File: config.mk
export PLATFORM = sky130hd
export DESIGN_NAME = sram_read_streamer
export DESIGN_NICKNAME = d
export VERILOG_FILES = /design/src/rtl/sram_read_streamer.sv
export SDC_FILE = /design/constraint.sdc
export NUM_CORES = 2
export LEC_CHECK = 0
export ABC_AREA = 1
export ABC_CLOCK_PERIOD_IN_PS = 41900
export BUFFER_PORTS_ARGS = -buffer_cell sky130_fd_sc_hd__buf_2
export CORE_AREA = 2 2 414 416
export CTS_BUF_LIST = sky130_fd_sc_hd__clkbuf_4
export CTS_CLUSTER_SIZE = 24
export DETAILED_ROUTE_END_ITERATION = 8
export DIE_AREA = 0 0 416 418
export PLACE_DENSITY = 0.67
export RECOVER_POWER = 50
export SLEW_MARGIN = 20
export SYNTH_ARGS = -nofsm -noshare
export SYNTH_HDL_FRONTEND = slang
export SYNTH_SLANG_ARGS = --single-unit
File: constraint.sdc
create_clock -name CLK -period 41.9 [get_ports CLK]
set_clock_uncertainty 0.2 [all_clocks]
set_input_delay 6.285 -clock CLK [delete_from_list [all_inputs] [get_ports CLK]]
set_output_delay 6.285 -clock CLK [all_outputs]
set_load 0.01 [all_outputs]
File: src/rtl/sram_read_streamer.sv
// Read-side DMA streamer: issues sequential SRAM word reads on START and
// forwards the returned words as a valid/ready stream, marking the last word.
module sram_read_streamer #(
  parameter int  address_width = 16,
  parameter int  data_width    = 6,
  localparam int AW            = address_width - data_width,
  localparam int DW            = (1 << data_width) * 8
) (
  input  logic          CLK,
  input  logic          RST,
  input  logic          START,
  input  logic [AW-1:0] BASE_ADDR,
  input  logic [AW:0]   COUNT,
  output logic          BUSY,
  output logic          DONE,
  output logic [AW-1:0] MEM_READ_ADDR,
  output logic          MEM_OE,
  input  logic [DW-1:0] MEM_DATA_IN,
  output logic [DW-1:0] OUT_DATA,
  output logic          OUT_VALID,
  input  logic          OUT_READY,
  output logic          OUT_LAST
);

  localparam logic [1:0] S_IDLE  = 2'd0;
  localparam logic [1:0] S_READ  = 2'd1;
  localparam logic [1:0] S_FLUSH = 2'd2;
  localparam logic [1:0] S_FIN   = 2'd3;

  localparam logic [AW:0] ONE = {{AW{1'b0}}, 1'b1};

  logic [1:0]    r_state;
  logic [AW-1:0] r_base;
  logic [AW-1:0] r_addr_hold;
  logic [AW:0]   r_count;
  logic [AW:0]   r_issued;
  logic [AW:0]   r_sent;
  logic          r_inflight;
  logic [DW-1:0] r_fifo [3];
  logic [1:0]    r_wptr;
  logic [1:0]    r_rptr;
  logic [1:0]    r_occ;

  logic          w_oe;
  logic          w_push;
  logic          w_pop;
  logic          w_last_issue;
  logic [AW-1:0] w_addr;
  logic [AW:0]   w_count_m1;

  function automatic logic [1:0] next_ptr(input logic [1:0] p);
    return (p == 2'd2) ? 2'd0 : p + 2'd1;
  endfunction

  // Reads are throttled so buffered words plus the one in flight never exceed
  // the three FIFO slots; a same-cycle pop is deliberately not credited.
  assign w_oe         = (r_state == S_READ) &&
                        (({1'b0, r_occ} + {2'b00, r_inflight}) < 3'd3);
  assign w_addr       = r_base + r_issued[AW-1:0];
  assign w_count_m1   = r_count - ONE;
  assign w_last_issue = w_oe && (r_issued == w_count_m1);
  assign w_push       = r_inflight;
  assign w_pop        = OUT_VALID && OUT_READY;

  assign MEM_OE        = w_oe;
  assign MEM_READ_ADDR = (r_state == S_READ) ? w_addr : r_addr_hold;
  assign BUSY          = (r_state == S_READ) || (r_state == S_FLUSH);
  assign DONE          = (r_state == S_FIN);
  assign OUT_VALID     = (r_occ != 2'd0);
  assign OUT_DATA      = OUT_VALID ? r_fifo[r_rptr] : '0;
  assign OUT_LAST      = OUT_VALID && (r_sent == w_count_m1);

  // NOTE: sequential state uses non-blocking assignments so every register
  // samples the pre-edge values of the others, independent of statement order.
  always_ff @(posedge CLK) begin
    if (RST) begin
      r_state     <= S_IDLE;
      r_base      <= '0;
      r_addr_hold <= '0;
      r_count     <= '0;
      r_issued    <= '0;
      r_sent      <= '0;
      r_inflight  <= 1'b0;
      r_wptr      <= 2'd0;
      r_rptr      <= 2'd0;
      r_occ       <= 2'd0;
    end else begin
      r_inflight <= w_oe;
      case (r_state)
        S_IDLE: begin
          if (START) begin
            r_base   <= BASE_ADDR;
            r_count  <= COUNT;
            r_issued <= '0;
            r_sent   <= '0;
            r_state  <= (COUNT == '0) ? S_FIN : S_READ;
          end
        end
        S_READ: begin
          if (w_oe) begin
            r_issued    <= r_issued + ONE;
            r_addr_hold <= w_addr;
          end
          if (w_last_issue) r_state <= S_FLUSH;
        end
        S_FLUSH: begin
          if (w_pop && OUT_LAST) r_state <= S_FIN;
        end
        default: r_state <= S_IDLE;
      endcase

      if (w_pop) begin
        r_sent <= r_sent + ONE;
        r_rptr <= next_ptr(r_rptr);
      end
      if (w_push) r_wptr <= next_ptr(r_wptr);
      r_occ <= r_occ + {1'b0, w_push} - {1'b0, w_pop};
    end
  end

  // NOTE: the FIFO storage is not reset; pointers and occupancy are, and
  // OUT_DATA is gated by OUT_VALID, so stale contents are never observable.
  always_ff @(posedge CLK) begin
    if (w_push) r_fifo[r_wptr] <= MEM_DATA_IN;
  end

endmodule
### Word-level counts from Yosys, hierarchy flattened

Memories as Yosys holds them, arrays and structs flattened. A register that Yosys moved wholly into a read port is not among the register bits.
Index checks and enable logic that the tools add are counted.

| word-level totals | value |
|---|---|
| register bits after elaboration | 62 |
| memory bits (writable) | 1536 |
| output and inout port bits | 527 |
| logic and storage cells | 67 |
| memories kept | 1 |

Memories:

| memory | depth | width | rd ports | clocked after Yosys merged registers in | wr ports | line | RTL |
|---|---|---|---|---|---|---|---|
| r_fifo | 3 | 512 | 1 | 1 | 1 | 39 | `logic [DW-1:0] r_fifo [3];` |

| cells by class | value |
|---|---|
| add/sub/neg operators | 9 |
| order comparisons | 1 |
| eq/ne operators | 11 |
| multiplexer cells | 18 |
| reductions and logical operators | 17 |

Operators with widths:

| kind | number |
|---|---|
| two-way mux 512 bit | 1 |
| two-way mux 11 bit | 4 |
| adder 11 x 1 -> 11 bit, second input constant | 2 |
| equality test 11 bit | 2 |
| one-hot mux 11 bit (2 select lines) | 1 |
| two-way mux 2 bit | 8 |
| logical NOT 11 bit | 1 |
| subtractor 11 x 1 -> 11 bit, second input constant | 1 |
| adder 10 bit | 1 |
| two-way mux 10 bit | 1 |
| equality test 2 bit, second input constant | 4 |
| nonzero test 2 bit | 4 |
| inequality test 2 bit, second input constant | 3 |
| one-hot mux 2 bit (3 select lines) | 1 |
| AND reduction 2 bit | 3 |
| AND reduction 3 bit | 2 |
| logical AND 1 bit | 5 |
| adder 2 x 1 -> 2 bit, second input constant | 2 |
| adder 2 x 1 -> 3 bit | 1 |
| less-than comparator 3 x 2 -> 1 bit, second input constant | 1 |
| adder 2 x 1 -> 2 bit | 1 |
| equality test 2 x 1 -> 1 bit, second input constant | 1 |
| logical NOT 2 bit | 1 |
| two-way mux 1 bit | 2 |
| other kinds (3) | 3 |

### Longest topological paths before layout

| depth | value |
|---|---|
| depth after elaboration | 6 |
| mapped depth | 17 |

### Least setup slack after synthesis

No wires, ideal clock.

| path | value |
|---|---|
| path type | register -> register |
| start | register r_inflight |
| end | memory r_fifo[2][0] (netlist name), enable pin |
| setup time | 2.021 ns |
| arrival | 34.915 ns |
| slack | 4.764 ns |
| cell stages (with the launch flop) | 3 |
| path buffers | 0 |
| clock period less this slack | 37.136 ns |
| cells stage by stage | dfxtp_1 -> inv_1 -> nor3_1 |

| on the way | value |
|---|---|
| word-level cells in the longest chain between the ends | 2 |

RTL lines:

| what | line | RTL |
|---|---|---|
| start, declared | 38 | `logic r_inflight;` |
| start signal, assigned | 88 | `r_inflight <= w_oe;` |
| two-way mux 1 bit | 124 | `if (w_push) r_fifo[r_wptr] <= MEM_DATA_IN;` |
| two-way mux 1 bit (implied by the code) | 124 |  |
| end, declared | 39 |  |

Every way passes these cells.

### Final worst setup path

| path | value |
|---|---|
| start | register r_inflight |
| end | memory r_fifo[0][442] (netlist name), enable pin |

The elaborated chain is that of the path after synthesis.

==> metrics.cfg <==
[clock_network]
cts_buffer_depth = 4
numCtsBuffers = 427
postCtsSetupRepairBufs = 0
cts_tree = done
postCtsResizedCells = 0
clk_pin_slew_worst_paths_ps = 70
worst_skew_pair.late_latency_ps = 1320
numClockSinks = 1600
hold_buffers = 0
htreeDepth = 5
cts-root-buf = clkbuf_4

[timing]
fmax_mhz = 53.95
setup_viol = 0
finalWorstSetupSlack_ps = 23370
fin_crit_sh = 0.4424
tns_ps = 0
hold_violations = 0
rsz0062_at_grt = false
fin_crit_ps = 18540
slew_violations = 1578
tightest_slew_ps = 9991
relSlewSlack = -5.660

[yosys]
async_reset_ff_frac = 0
synth_seq_area_share = 0.7224
syn_avg_cell_area_um2 = 13.38
synth_nets = 5462
synth_flop_cell = edfxtp_1
syn_area_um2 = 65620
synth_largest_area_cell = edfxtp_1
synth_warnings = 0
yosysMostFrequentCell = edfxtp_1
synth_edf_count = 1536
synthCells = 4904
synth.distinct_cells = 44
synth_top_cells_by_count = edfxtp_1 (1536), inv_1 (1102), o21ai_0 (559)
synth_area_leaders = edfxtp_1 (70%), mux2_2 (8.8%), inv_1 (6.3%)
synth_top_area_frac = 0.7029
ys_ff_latch = 1600

[cells_and_area]
multi_input_area_um2 = 13090
final_util = 0.4626
nFillCells = 15340
drive_above_1_share = 0.3309
ff_latch_area_um2 = 47410
nets = 6760
finalNonFillerCells = 8779
areaGrowthSynthToFinish_pct = 19.19

[hold_path]
min-delay-start = r_addr_hold[2]
min_to = r_addr_hold[2]
hold_depth = 2
hp-class = reg -> reg

[pwr]
finalPower_mw = 4.970
p_sw_mw = 1.796
seq_power_share = 0.391
power.density_nw_per_um2 = 63.54
clockPowerShare = 0.267
peakVddDrop_mv = 0.1003
comb_power_share = 0.342
p_sw_frac = 0.3613
p_leak_nw = 34.16
p_int_mw = 3.174

[critical_path]
startpoint_type = flop
cp_max_fo = 144
critical_path_class = reg -> reg
cp_slowest_stage_delay_ps = 6660
r2r_end = r_fifo[0][442]
worstPathRequired_ps = 42530
timing.rr.start = r_inflight
crit_chain = inv_1 > nor3_1 > clkbuf_1 > clkbuf_1 > clkbuf_1 > clkbuf_1
cp-end-kind = flop
slowest_stage = clkbuf_1
cp_data_arrival_time_ps = 19170
ff2ff_setup_slack_ps = 23370
r2r_cells = 6
crit_top_cell = clkbuf_1

[placed_design]
dp.cells = 7991
pre_cts_ws_ps = 31550
hpwl_um = 125700
place_congestion = 0.9032
place.port_buffers = 1063

[grt]
grt_use_total = 0.2101
grt_pass1_vias = 42080
grt_remaining_overflow = 0
grt_pass1_wl_um = 269100
antenna_found_initial = 131
grt_max_degree = 258

[floorplan]
core-area_um2 = 169100
ios = 1064
die_h_um = 418
initial_utilization = 0.3881
dieArea_um2 = 173900
rows = 151
die_w_um = 416

[route]
drt_iter0_drc = 3508
totalWireLength_um = 190900
vias_per_cell = 4.881
drc = 0
dr_total_vias = 42850
ant_nets = 0
drt-pass1-iter-count = 6
wire_per_inst_um = 21.75

[run]
drv_cap = 23

[status]
run_status = finished with violations
violations = capacitance limit, slew limit

layout make-up:
type / instances / area share
inverters: 1108 / 0.05319
flip-flops and latches: 1600 / 0.6062
multi-input cells: 1956 / 0.1674
diodes: 85 / 0.002719
clock buffers: 624 / 0.05989
well taps: 2218 / 0.03548
clock inverters: 79 / 0.005391
repair buffers: 1109 / 0.06978
critical path: cells and delay by family (launching register included):
kind                   cells  cell delay (ps)
flip-flops                 1              420
buffers and inverters      5            16860
AND/OR/NAND/NOR            1              200
worst max path at each step:
stage / depth (start not counted) / slack (ps) / from / to
finish: 6 / 23370 / r_inflight / r_fifo[0][442]
global route: 6 / 21780 / r_inflight / r_fifo[0][21]
CTS: 6 / 29930 / flop / OUT_DATA[395]
detailed placement: 6 / 31550 / flop / OUT_DATA[395]
global placement: 6 / 31500 / flop / OUT_DATA[132]
floorplan: 2 / 4760 / r_inflight / r_fifo[2][0]
per-stage QoR:
step | area [um2] | hold WS (ps)
after CTS | 78290 | 265.3
after global placement | 73190 | 254.8
after floorplan | 65620 | 228.4
after detailed placement | 73190 | 255.3
final | 78220 | 271.2
after global routing | 78180 | 311.7
power groups by stage:
stage | Sequential, mW | Clock (mW) | Combinational [mW]
2_1_floorplan | 2.08 | 0 | 0.994
3_3_place_gp | 1.95 | 0 | 1.70
3_5_place_dp | 1.96 | 0 | 1.70
4_1_cts | 1.92 | 1.36 | 1.71
5_1_grt | 1.96 | 1.44 | 1.85
6_report | 1.94 | 1.32 | 1.70
per-layer routing:
layer  part of all wire  global-route usage  wire [um]
met5             0.0010                   0        197
met4              0.050              0.1318       9510
met3              0.092             0.07911      17580
met2               0.48              0.3298      92000
met1               0.38              0.2431      71650
state kept, by name, summed over array words and instances, names as in the netlist, named ones only:
signal       flops
r_addr_hold     10
r_base          10
r_count         11
r_fifo        1536
r_inflight       1
r_issued        11
r_occ            2
r_rptr           2
r_sent          11
r_state          2
r_wptr           2
kinds of logic (layout without fill, tap and decap cells):
family,after synthesis,after routing,synth area share
adder cells (fa/ha/maj),21,21,0.004118
buffers and inverters,1348,2920,0.07817
flip-flops,1600,1600,0.7224
other,0,85,0
AND/OR/NAND/NOR,285,285,0.01950
multiplexers,512,512,0.08786
XOR/XNOR,8,8,0.001068
AO/OA/AOI/OAI,1130,1130,0.08690
cells in the final DEF, fill, tap and decap left out, drive strengths merged, types with 2 or more instances in the layout:
master / instances
or2: 2
nand3b: 3
clkinvlp: 2
a211oi: 7
a31oi: 3
nand2: 129
buf: 964
xor2: 6
o21ai: 561
clkinv: 74
dfxtp: 64
diode: 85
nor3: 9
nor2: 72
a21o: 2
nand3: 57
a21oi: 553
edfxtp: 1536
mux2: 512
nand4: 2
nor4: 5
nor3b: 5
xnor2: 2
ha: 20
inv: 1107
clkbuf: 769
bufinv: 4
(Power assumes the default switching activity.)
